File: config.mk
export PLATFORM = sky130hd
export DESIGN_NAME = uart_tx_framed
export DESIGN_NICKNAME = d
export VERILOG_FILES = /design/src/rtl/uart_tx_framed.sv
export SDC_FILE = /design/constraint.sdc
export NUM_CORES = 1
export LEC_CHECK = 0
export ABC_CLOCK_PERIOD_IN_PS = 3200
export CORE_MARGIN = 5
export CORE_UTILIZATION = 60
export CTS_BUF_LIST = sky130_fd_sc_hd__clkbuf_2
export DETAILED_ROUTE_END_ITERATION = 8
export PLACE_DENSITY = 0.95
export SYNTH_ARGS = -nofsm -noshare
export SYNTH_HDL_FRONTEND = slang
export SYNTH_SLANG_ARGS = --single-unit
export TNS_END_PERCENT = 1
File: constraint.sdc
create_clock -name clk -period 3.2 [get_ports clk]
set_input_delay 0.32 -clock clk [delete_from_list [all_inputs] [get_ports clk]]
set_output_delay 0.32 -clock clk [all_outputs]
set_load 0.1 [all_outputs]
File: src/rtl/uart_tx_framed.sv
// rtl/uart_tx_framed.sv - framed UART transmitter with baud divider and valid/ready input
// Optional parity bit: define UART_TX_FRAMED_PARITY_EN.
module uart_tx_framed #(
   parameter int DATA_BITS    = 8,
   parameter int CLKS_PER_BIT = 16,
   parameter int STOP_BITS    = 1,
   parameter int PARITY_ODD   = 0
) (
   input  logic                 clk,
   input  logic                 reset,
   input  logic                 tx_valid,
   input  logic [DATA_BITS-1:0] tx_data,
   output logic                 tx_ready,
   output logic                 tx,
   output logic                 busy
);
   localparam int BAUD_W = (CLKS_PER_BIT > 1) ? $clog2(CLKS_PER_BIT) : 1;
   localparam int BIT_W  = $clog2(DATA_BITS);
   localparam logic [BAUD_W-1:0] BAUD_LAST = BAUD_W'(CLKS_PER_BIT - 1);
   localparam logic [BIT_W-1:0]  BIT_LAST  = BIT_W'(DATA_BITS - 1);
   localparam logic              STOP_LAST = (STOP_BITS == 2);

`ifdef UART_TX_FRAMED_PARITY_EN
   typedef enum logic [2:0] {S_IDLE, S_START, S_DATA, S_PARITY, S_STOP} state_t;
`else
   typedef enum logic [1:0] {S_IDLE, S_START, S_DATA, S_STOP} state_t;
`endif

   state_t               state_q;
   logic [BAUD_W-1:0]    baud_q;
   logic [BIT_W-1:0]     bit_q;
   logic                 stop_q;
   logic [DATA_BITS-1:0] shift_q;
   logic                 tx_q;
   logic                 busy_q;
   logic                 baud_end;
   logic                 frame_end;
   logic                 accept;

`ifdef UART_TX_FRAMED_PARITY_EN
   // Parity is taken from the word at accept time, before the shifter consumes it.
   logic par_q;
   always_ff @(posedge clk or posedge reset) begin
      if (reset)
         par_q <= 1'b0;
      else if (accept)
         par_q <= (^tx_data) ^ (PARITY_ODD != 0);
   end
`else
   logic unused_parity_odd;
   assign unused_parity_odd = (PARITY_ODD != 0);
`endif

   assign baud_end  = (baud_q == BAUD_LAST);
   assign frame_end = (state_q == S_STOP) && baud_end && (stop_q == STOP_LAST);
   assign tx_ready  = !reset && ((state_q == S_IDLE) || frame_end);
   assign accept    = tx_valid && tx_ready;
   assign tx        = tx_q;
   assign busy      = busy_q;

   always_ff @(posedge clk or posedge reset) begin
      if (reset) begin
         state_q <= S_IDLE;
         baud_q  <= '0;
         bit_q   <= '0;
         stop_q  <= 1'b0;
         shift_q <= '0;
         tx_q    <= 1'b1;
         busy_q  <= 1'b0;
      end else if (accept) begin
         state_q <= S_START;
         baud_q  <= '0;
         bit_q   <= '0;
         stop_q  <= 1'b0;
         shift_q <= tx_data;
         tx_q    <= 1'b0;
         busy_q  <= 1'b1;
      end else if (state_q != S_IDLE) begin
         baud_q <= baud_end ? '0 : baud_q + BAUD_W'(1);
         if (baud_end) begin
            case (state_q)
               S_START: begin
                  state_q <= S_DATA;
                  tx_q    <= shift_q[0];
               end
               S_DATA: begin
                  if (bit_q == BIT_LAST) begin
`ifdef UART_TX_FRAMED_PARITY_EN
                     state_q <= S_PARITY;
                     tx_q    <= par_q;
`else
                     state_q <= S_STOP;
                     tx_q    <= 1'b1;
`endif
                  end else begin
                     bit_q   <= bit_q + BIT_W'(1);
                     shift_q <= shift_q >> 1;
                     tx_q    <= shift_q[1];
                  end
               end
`ifdef UART_TX_FRAMED_PARITY_EN
               S_PARITY: begin
                  state_q <= S_STOP;
                  tx_q    <= 1'b1;
               end
`endif
               S_STOP: begin
                  if (stop_q == STOP_LAST) begin
                     state_q <= S_IDLE;
                     busy_q  <= 1'b0;
                  end else begin
                     stop_q <= 1'b1;
                  end
               end
               default: state_q <= S_IDLE;
            endcase
         end
      end
   end
endmodule

## Word level (Yosys, flattened, before mapping)

Cells that the tools add are included.

| operators by class | value |
|---|---|
| mux-type cells | 34 |
| equality and inequality tests | 9 |
| div/mod/pow operators | 0 |
| reduce and logical (&&, ||, !) cells | 18 |
| multiply operators | 0 |
| order comparisons | 0 |
| shift-type cells | 0 |
| bitwise gates (word level) | 1 |
| add/subtract/negate cells | 2 |

Operators with widths:

| kind | count |
|---|---|
| 8-bit two-way mux | 5 |
| 3-bit two-way mux | 5 |
| 1-bit two-way mux | 14 |
| 4-bit two-way mux | 3 |
| 4-bit AND reduction | 3 |
| 2-bit two-way mux | 5 |
| 2-bit nonzero test | 5 |
| 3-bit inequality test (second input constant) | 2 |
| 2-bit case mux with 3 select lines | 1 |
| 3-bit AND reduction | 2 |
| 4-bit by 1-bit adder with 4-bit output (second input constant) | 1 |
| 2-bit == test (second input constant) | 2 |
| 4-bit == test (second input constant) | 1 |
| 1-bit logical AND | 4 |
| 3-bit by 1-bit adder with 3-bit output (second input constant) | 1 |
| 3-bit == test (second input constant) | 1 |
| 3-bit nonzero test | 1 |
| 2-bit by 1-bit == test with 1-bit output (second input constant) | 1 |
| 2-bit logical NOT | 1 |
| 2-bit by 1-bit inequality test with 1-bit output (second input constant) | 1 |
| 2-bit inequality test (second input constant) | 1 |
| 1-bit case mux with 2 select lines | 1 |
| 1-bit logical NOT | 1 |
| 1-bit logical OR | 1 |
| 1-bit inverter | 1 |

| word-level totals | value |
|---|---|
| bits in latches | 0 |
| memories | 0 |
| RAM bits | 0 |
| bits in registers | 20 |
| memory bits (read-only) | 0 |

## Longest topological paths before layout

Gate-level depths: netlist of run 1.

| depth | value |
|---|---|
| depth in word-level cells | 8 |
| gate-level depth with buffers | 7 |
| depth with buffers taken out | 6 |

## Worst setup path before layout of run 1

Ideal clock, no wire load.

| path | value |
|---|---|
| path kind | reg-to-output |
| from | register baud_q[0] |
| to | output port tx_ready |
| cell stages (with the launch flop) | 4 |
| required time | 2,880 ps |
| setup slack | 832 ps |
| path buffers | 0 |
| arrival time | 2,048 ps |
| cell sequence | dfrtp_1 ha_1 a41oi_1 nor2_1 |

| between the ends | value |
|---|---|
| cells in the longest elaborated chain, start to end | 5 |

RTL lines:

| item | line | text |
|---|---|---|
| start: declaration | 30 | `logic [BAUD_W-1:0] baud_q;` |
| start signal: assignment | 79 | `baud_q <= baud_end ? '0 : baud_q + BAUD_W'(1);` |
| 4-bit == test | 54 | `assign baud_end = (baud_q == BAUD_LAST);` |
| 1-bit logical AND (2 in series) | 55 | `assign frame_end = (state_q == S_STOP) && baud_end && (stop_q == STOP_LAST);` |
| 1-bit logical OR | 56 | `assign tx_ready = !reset && ((state_q == S_IDLE) \|\| frame_end);` |
| 1-bit logical AND | 56 |  |
| end: declaration | 13 | `output logic tx_ready,` |

No other way between the ends.

## Worst setup path after layout of run 1

| path | value |
|---|---|
| from | register tx_q (netlist: tx) |
| to | output port tx |

RTL lines:

| item | line | text |
|---|---|---|
| start: declaration | 34 | `logic tx_q;` |
| start signal: assignment | 84 | `tx_q <= shift_q[0];` |
| start signal: assignment | 98 | `tx_q <= shift_q[1];` |
| end: declaration | 14 | `output logic tx,` |

No word-level cell between the ends.

==> results of run 1 <==
## cell type report
type / count / share of cell area (%)
Inverter: 5 / 1.52
Timing Repair Buffer: 14 / 11.0
Clock buffer: 4 / 1.62
Multi-Input combinational cell: 81 / 44.7
Tap cell: 25 / 2.54
Sequential cell: 19 / 38.7
## sequential cells by signal, summed over array words and instances, names as in the netlist
name	count
baud_q	4
shift_q	8
bit_q	3
tx	1
busy	1
state_q	2
## cell usage in the layout (no fill, tap or decap), drive strengths merged, types with 2 or more instances in the layout
cell type      count
clkbuf             4
a21oi              6
nor2              11
buf                2
dfrtp             18
ha                 7
nor2b              3
nand2             12
nand3              2
mux2i             10
inv                5
o221ai             2
nand2b             2
clkdlybuf4s50     12
o21ai             14
## metrics by stage
| step | setup slack (ps) | hold WS [ps] | power, mW | area, um^2 |
|---|---|---|---|---|
| final | 888 | 473 | 1.07 | 1230 |
| after CTS | 877 | 492 | 1.07 | 1230 |
| after floorplan | 832 | 270 | 0.833 | 1070 |
| after global placement | 1260 | 479 | 0.920 | 1210 |
| after detailed placement | 1210 | 497 | 0.963 | 1210 |
| after global routing | 837 | 497 | 1.15 | 1230 |
## worst max path at each step
stage,slack [ps],depth (start not counted),startpoint,end
after CTS,880,1,tx$_DFFE_PP1P_,tx
after global placement,1260,1,tx$_DFFE_PP1P_,tx
after floorplan,830,3,baud_q[0]$_DFFE_PP0P_,tx_ready
after detailed placement,1210,6,state_q[0]$_DFFE_PP0P_,shift_q[6]$_DFFE_PP0P_
after global routing,840,1,tx$_DFFE_PP1P_,tx
final,890,1,tx$_DFFE_PP1P_,tx
## cell families (layout without fill, tap and decap cells)
kind of cell	Yosys count	in the layout	share of synthesized area [%]
AOI/OAI and AO/OA	28	28	15.6
DFF	19	19	44.6
buffers and inverters	9	23	3.86
adders and majority gates	7	7	8.20
muxes	11	11	10.4
and+or+nand+nor	34	34	16.5
xor gates and xnor gates	1	1	0.820
## metal layers
layer  global-route usage (%)  vias up  share of wire [%]
met3                     4.56        4                4.0
met5                        0        -                  0
met4                     7.23        0                2.4
li1                         -      415                  -
met2                     30.1       24                 50
met1                     22.6      407                 44
## power groups by stage
stage	Combinational, mW	Clock (mW)	Sequential (mW)
6_report	0.497	0.107	0.462
5_1_grt	0.553	0.119	0.477
4_1_cts	0.501	0.109	0.460
3_5_place_dp	0.499	0	0.464
3_3_place_gp	0.467	0	0.453
2_1_floorplan	0.307	0	0.527
==> out/results.tsv, run 1 <==
stage	metric	value	unit
routing	vias per cell	5.74	
setup_path	Buf+Inv Stages, Crit Path	1	
grt	largest net degree at the start of global routing	23	
power	Combinational Power Share	46.7	%
cells_and_area	share of cells above drive strength 1	7.32	%
cts	Gates resized, CTS repair	0	
grt	initial antenna violation count	0	
power	Clk network pwr share	10.0	%
yosys	Synth Flop Type	dfrtp_1	
floorplan	Total Die Area	2720	um^2
cts	clock transition at the registers of the reported paths	180	ps
yosys	most frequent cell after synthesis	dfrtp_1	
floorplan	Rows	15	
cts	Post-CTS Setup Inserts	0	
cts	clk sink count	19	
cts	hold buffer count at CTS	0	
run	Max Cap Viol	0	
hold_path	Hold WC Path Type	in2async	
setup_path	critical path type	reg2out	
floorplan	I/O pin count	14	
power	Max VDD drop	0.000533	V
cells_and_area	Fill cells	121	
place	GP Congestion	0.806	
setup_path	Worst EP arrival	1990	ps
yosys	Post-Synthesis Net Count	127	
yosys	FFs w/ async S/R, synth	100	%
cts	H-tree Lvls	1	
cells_and_area	footprint of the multi-input gates	551	um^2
timing	Fmax	0.433	GHz
timing	RSZ-0062 raised after global routing	false	
yosys	Yosys Warn Count	0	
setup_path	crit-path max FO	2	
yosys	top cells by area, synth	dfrtp_1 42%, mux2i_1 9.4%, ha_1 8.2%	
grt	Tot GR Track Use	18.2	%
cells_and_area	FF/Latch Area	477	um^2
yosys	Mapped Cells	109	
setup_path	worst r2r src	state_q[0]$_DFFE_PP0P_	
outcome	status	finished, final reports clean	
floorplan	Initial Util	62.6	%
setup_path	critical path launch point type	flip-flop	
cts	Bufs on Longest Clock Path	2	
timing	period utilization	72.3	%
setup_path	Critical Path Sink Type	output pin	
routing	Vias	850	
timing	final setup violating endpoints	0	
timing	Hold Vio Cnt, Final	0	
power	sequential fraction of design power	43.3	%
setup_path	end of the worst register-to-register path	shift_q[6]$_DFFE_PP0P_	
routing	post-DR wirelength/cell	14.4	um
routing	DRT Pass-1 Iters	4	
cts	worst-skew pair later-pin latency	300	ps
place	number of buffers added on ports	13	
grt	total gr overflow	0	
setup_path	worst stage delay on the critical path	1120	ps
setup_path	critical path data required time	2880	ps
power	Sw Pwr	0.485	mW
setup_path	Worst Reg2Reg Path Length in Cells	6	
timing	Tightest Pin Transition	999	ps
place	placed cell count	144	
cells_and_area	Inserted Diodes	0	
timing	max-slew violation count	0	
floorplan	die height	52.2	um
routing	remaining antenna violation count after routing	0	
power	Power Density	865	nW/um^2
cells_and_area	post-layout util	72.2	%
timing	Tmin final	2310	ps
timing	Setup Skew	8.83	ps
yosys	post-synth top area share	42.2	%
power	Switching Share	45.5	%
timing	Setup TNS	0	ps
cells_and_area	Layout Nets	142	
floorplan	die width	52.2	um
setup_path	worst reg2reg setup slack	1180	ps
floorplan	core area	1710	um^2
grt	first-pass GRT wire length	3.64	mm
yosys	sequential share of the synthesized area	44.6	%
routing	final WL	2.12	mm
yosys	Synth top cells by count	18 x dfrtp_1, 12 x nand2_1, 10 x mux2i_1, 10 x nor2_1, 9 x o21ai_0	
power	internal power	0.581	mW
yosys	Synth area leader	dfrtp_1	
cts	TritonCTS clock tree	built	
cells_and_area	non-filler cells, final	148	
cts	CTS root buffer	clkbuf_2	
yosys	count of cell types in the netlist	29	
yosys	FF+latch count, synth	19	
power	Pleak	0.552	nW
cts	total CTS buffers	3	
routing	Starting DRT DRC Count	18	
timing	Slew HR	33.2	%
yosys	Mapped Area	1070	um^2
setup_path	worst path cell trace	clkdlybuf4s50_1	
cells_and_area	Area Overhead vs Synth	15.3	%
yosys	EDFF count, synth	0	
place	DP HPWL	1.60	mm
setup_path	CP top delay family	buffers and inverters	
setup_path	critical path's slowest cell	clkdlybuf4s50_1	
grt	vias in the first global route	817	
yosys	Avg Cell Area, Syn	9.80	um^2
routing	DRC errors left	0	
No activity file was read; power rests on OpenSTA's default activity.
==> run 2, diff against run 1 <==
--- a/config.mk
+++ b/config.mk
@@ -5,12 +5,13 @@
 export SDC_FILE = /design/constraint.sdc
 export NUM_CORES = 1
 export LEC_CHECK = 0
-export ABC_CLOCK_PERIOD_IN_PS = 3200
+export ABC_CLOCK_PERIOD_IN_PS = 1900
+export CORE_ASPECT_RATIO = 0.7
 export CORE_MARGIN = 5
-export CORE_UTILIZATION = 60
+export CORE_UTILIZATION = 51
 export CTS_BUF_LIST = sky130_fd_sc_hd__clkbuf_2
 export DETAILED_ROUTE_END_ITERATION = 8
-export PLACE_DENSITY = 0.95
+export PLACE_DENSITY = 0.89
 export SYNTH_ARGS = -nofsm -noshare
 export SYNTH_HDL_FRONTEND = slang
 export SYNTH_SLANG_ARGS = --single-unit
==> constraint.sdc (replaced) <==
create_clock -name clk -period 1.9 [get_ports clk]
set_input_delay 0.19 -clock clk [delete_from_list [all_inputs] [get_ports clk]]
set_output_delay 0.19 -clock clk [all_outputs]
set_load 0.1 [all_outputs]
==> out/results.tsv, run 2 (synthesis results as in run 1) <==
stage	metric	value	unit	change
outcome	status	finished, final reports clean		
setup_path	Critical Path Sink Type	output pin		
power	internal power	1.13	mW	+95%
routing	Vias	905		+6.5%
timing	Hold Vio Cnt, Final	0		unchanged
power	Clk network pwr share	8.8	%	-1.2 points
routing	DRT Pass-1 Iters	4		unchanged
cts	clk sink count	19		unchanged
setup_path	critical path type	reg2out		
timing	RSZ-0062 raised after global routing	false		
floorplan	Rows	13		-2
cells_and_area	Inserted Diodes	0		unchanged
place	Post-DP Area	1320	um^2	+8.6%
routing	WL met3	103	um	+23%
timing	final setup violating endpoints	0		unchanged
routing	Max Used Layer	met4		
cells_and_area	Largest regs	shift_q x8, baud_q x4, bit_q x3		
grt	largest net degree at the start of global routing	23		unchanged
place	number of buffers added on ports	13		unchanged
routing	vias per cell	5.69		-0.90%
timing	period utilization	95.8	%	
power	Power Density	1470	nW/um^2	+69%
power	Switching Share	44.9	%	-0.61 points
routing	DRC errors left	0		unchanged
cts	TritonCTS clock tree	built		
timing	Fmax	0.550	GHz	
power	Sw Pwr	0.921	mW	+90%
cts	worst-skew pair later-pin latency	320	ps	+20 ps
cells_and_area	commonest non-fill, non-tap cell in the layout	dfrtp_1		
routing	Starting DRT DRC Count	47		+29
setup_path	crit-path max FO	4		+2
cells_and_area	Area Overhead vs Synth	30.9	%	
power	Combinational Power Share	54.1	%	+7.4 points
run	Max Cap Viol	0		unchanged
floorplan	I/O pin count	14		unchanged
grt	first-pass GRT wire length	4.08	mm	+12%
grt	Tot GR Track Use	17.6	%	-0.55 points
floorplan	Initial Util	55.7	%	-6.9 points
timing	Tmin final	1820	ps	
floorplan	die width	64.7	um	+24%
floorplan	core area	1920	um^2	+12%
cells_and_area	fin area	1400	um^2	+14%
routing	routed wl met2	1.19	mm	+13%
timing	hold_ws	315	ps	-157 ps
setup_path	Worst EP arrival	1630	ps	-360 ps
grt	vias in the first global route	856		+4.8%
routing	post-DR wirelength/cell	15.8	um	+9.8%
routing	remaining antenna violation count after routing	0		unchanged
power	Pleak	0.623	nW	+13%
floorplan	Total Die Area	3130	um^2	+15%
grt	total gr overflow	0		unchanged
power	Max VDD drop	0.000771	V	+45%
floorplan	die height	48.3	um	-7.5%
cts	total CTS buffers	3		unchanged
power	sequential fraction of design power	37.1	%	-6.2 points
cts	H-tree Lvls	1		unchanged
place	GP Congestion	0.909		+13%
cells_and_area	Fill cells	141		+17%
timing	Slew HR	70.5	%	+37 points
setup_path	critical path data required time	1710	ps	-1170 ps
routing	DRT met1 WL	1.19	mm	+27%
cells_and_area	Largest register FFs	8		unchanged
cts	clock transition at the registers of the reported paths	190	ps	about the same
setup_path	critical path launch point type	flip-flop		
routing	final WL	2.51	mm	+18%
timing	max-slew violation count	0		unchanged
grt	initial antenna violation count	0		unchanged
timing	Tightest Pin Transition	441	ps	-557 ps
cts	Bufs on Longest Clock Path	2		unchanged
cells_and_area	share of cells above drive strength 1	25.5	%	+18 points
timing	Setup Skew	14.4	ps	+5.55 ps
cells_and_area	register with the most flip-flops	shift_q		
place	DP HPWL	1.79	mm	+12%
cells_and_area	Layout Nets	156		+9.9%
cells_and_area	leading cell types in the layout, fill and taps excluded	17 x dfrtp_1, 15 x buf_4, 12 x nand2_1		
cts	Post-CTS Setup Inserts	0		unchanged
hold_path	Hold WC Path Type	in2async		
cts	CTS root buffer	clkbuf_2		
run 2: changes by cell type in the layout (fill, tap and decap cells not counted), moves of 2 or more:
cell             before  now
buf_4                 2   15
ha_1                  7    4
ha_2                  0    3
nor2_4                0    3
clkdlybuf4s50_1      12   10
nor2_1               10    8
run 2: metrics by stage:
| stage | util, % | power [mW] | std cells | setup WS [ps] | setup TNS (ps) |
|---|---|---|---|---|---|
| floorplan | - | 1.41 | 109 | 107 | 0 |
| global placement | 68.6 | 1.72 | 154 | -150 | -1160 |
| detailed placement | 68.6 | 1.78 | 154 | -221 | -1910 |
| global route | 72.9 | 2.21 | 159 | 9.94 | 0 |
| CTS | 70.9 | 1.98 | 159 | 15.7 | 0 |
| finish | 72.9 | 2.05 | 159 | 80.5 | 0 |
run 2: per-layer routing:
metal / track usage (%) / vias to the layer above
met5: 0 / -
met4: 5.46 / 0
met3: 4.38 / 2
met2: 28.5 / 18
met1: 24.0 / 435
li1: - / 450
run 2: path summary, 6_finish.rpt:
| check | startpoint | end | slack [ps] | cells past startpoint |
|---|---|---|---|---|
| setup reg to reg | baud_q[0]$_DFFE_PP0P_ | state_q[1]$_DFFE_PP0P_ | 100 | 6 |
| max in group asynchronous | reset | tx$_DFFE_PP1P_ | 1330 | 4 |
| hold reg to reg | tx$_DFFE_PP1P_ | tx$_DFFE_PP1P_ | 510 | 2 |
| setup / recovery | state_q[0]$_DFFE_PP0P_ | tx_ready | 80 | 5 |
| min in group clk | tx_data[0] | shift_q[0]$_DFFE_PP0P_ | 370 | 3 |
| hold / removal | reset | shift_q[4]$_DFFE_PP0P_ | 320 | 4 |
run 2: area by class of cell:
| cell class | instances | area [um^2] | share of cell area, % |
|---|---|---|---|
| clock buffer | 3 | 15.0 | 1.07 |
| clock inverter | 1 | 5.00 | 0.358 |
| inverter | 5 | 18.8 | 1.34 |
| multi-input combinational | 82 | 611 | 43.6 |
| sequential | 19 | 478 | 34.2 |
| tap | 22 | 27.5 | 1.97 |
| timing repair buffer | 27 | 244 | 17.4 |
run 2: worst max-delay path: stages, from the launching register on:
cell and delay [ps]:
dfrtp_2 480, ha_2 200, a41oi_2 260, buf_4 170, nor2_4 30, buf_12 150
run 2: timing repair:
item	in CTS	in global routing
cloned	1	0
setup endpoints to repair	14	13
pin swaps	1	2
resized for setup	3	11
hold buffers	0	0
run 2: power groups by stage:
stage / sequential (mW) / combinational [mW] / clock [mW]
after floorplan: 0.887 / 0.519 / 0
after global placement: 0.740 / 0.980 / 0
after detailed placement: 0.752 / 1.03 / 0
after CTS: 0.748 / 1.05 / 0.181
after global routing: 0.787 / 1.22 / 0.200
final: 0.761 / 1.11 / 0.180
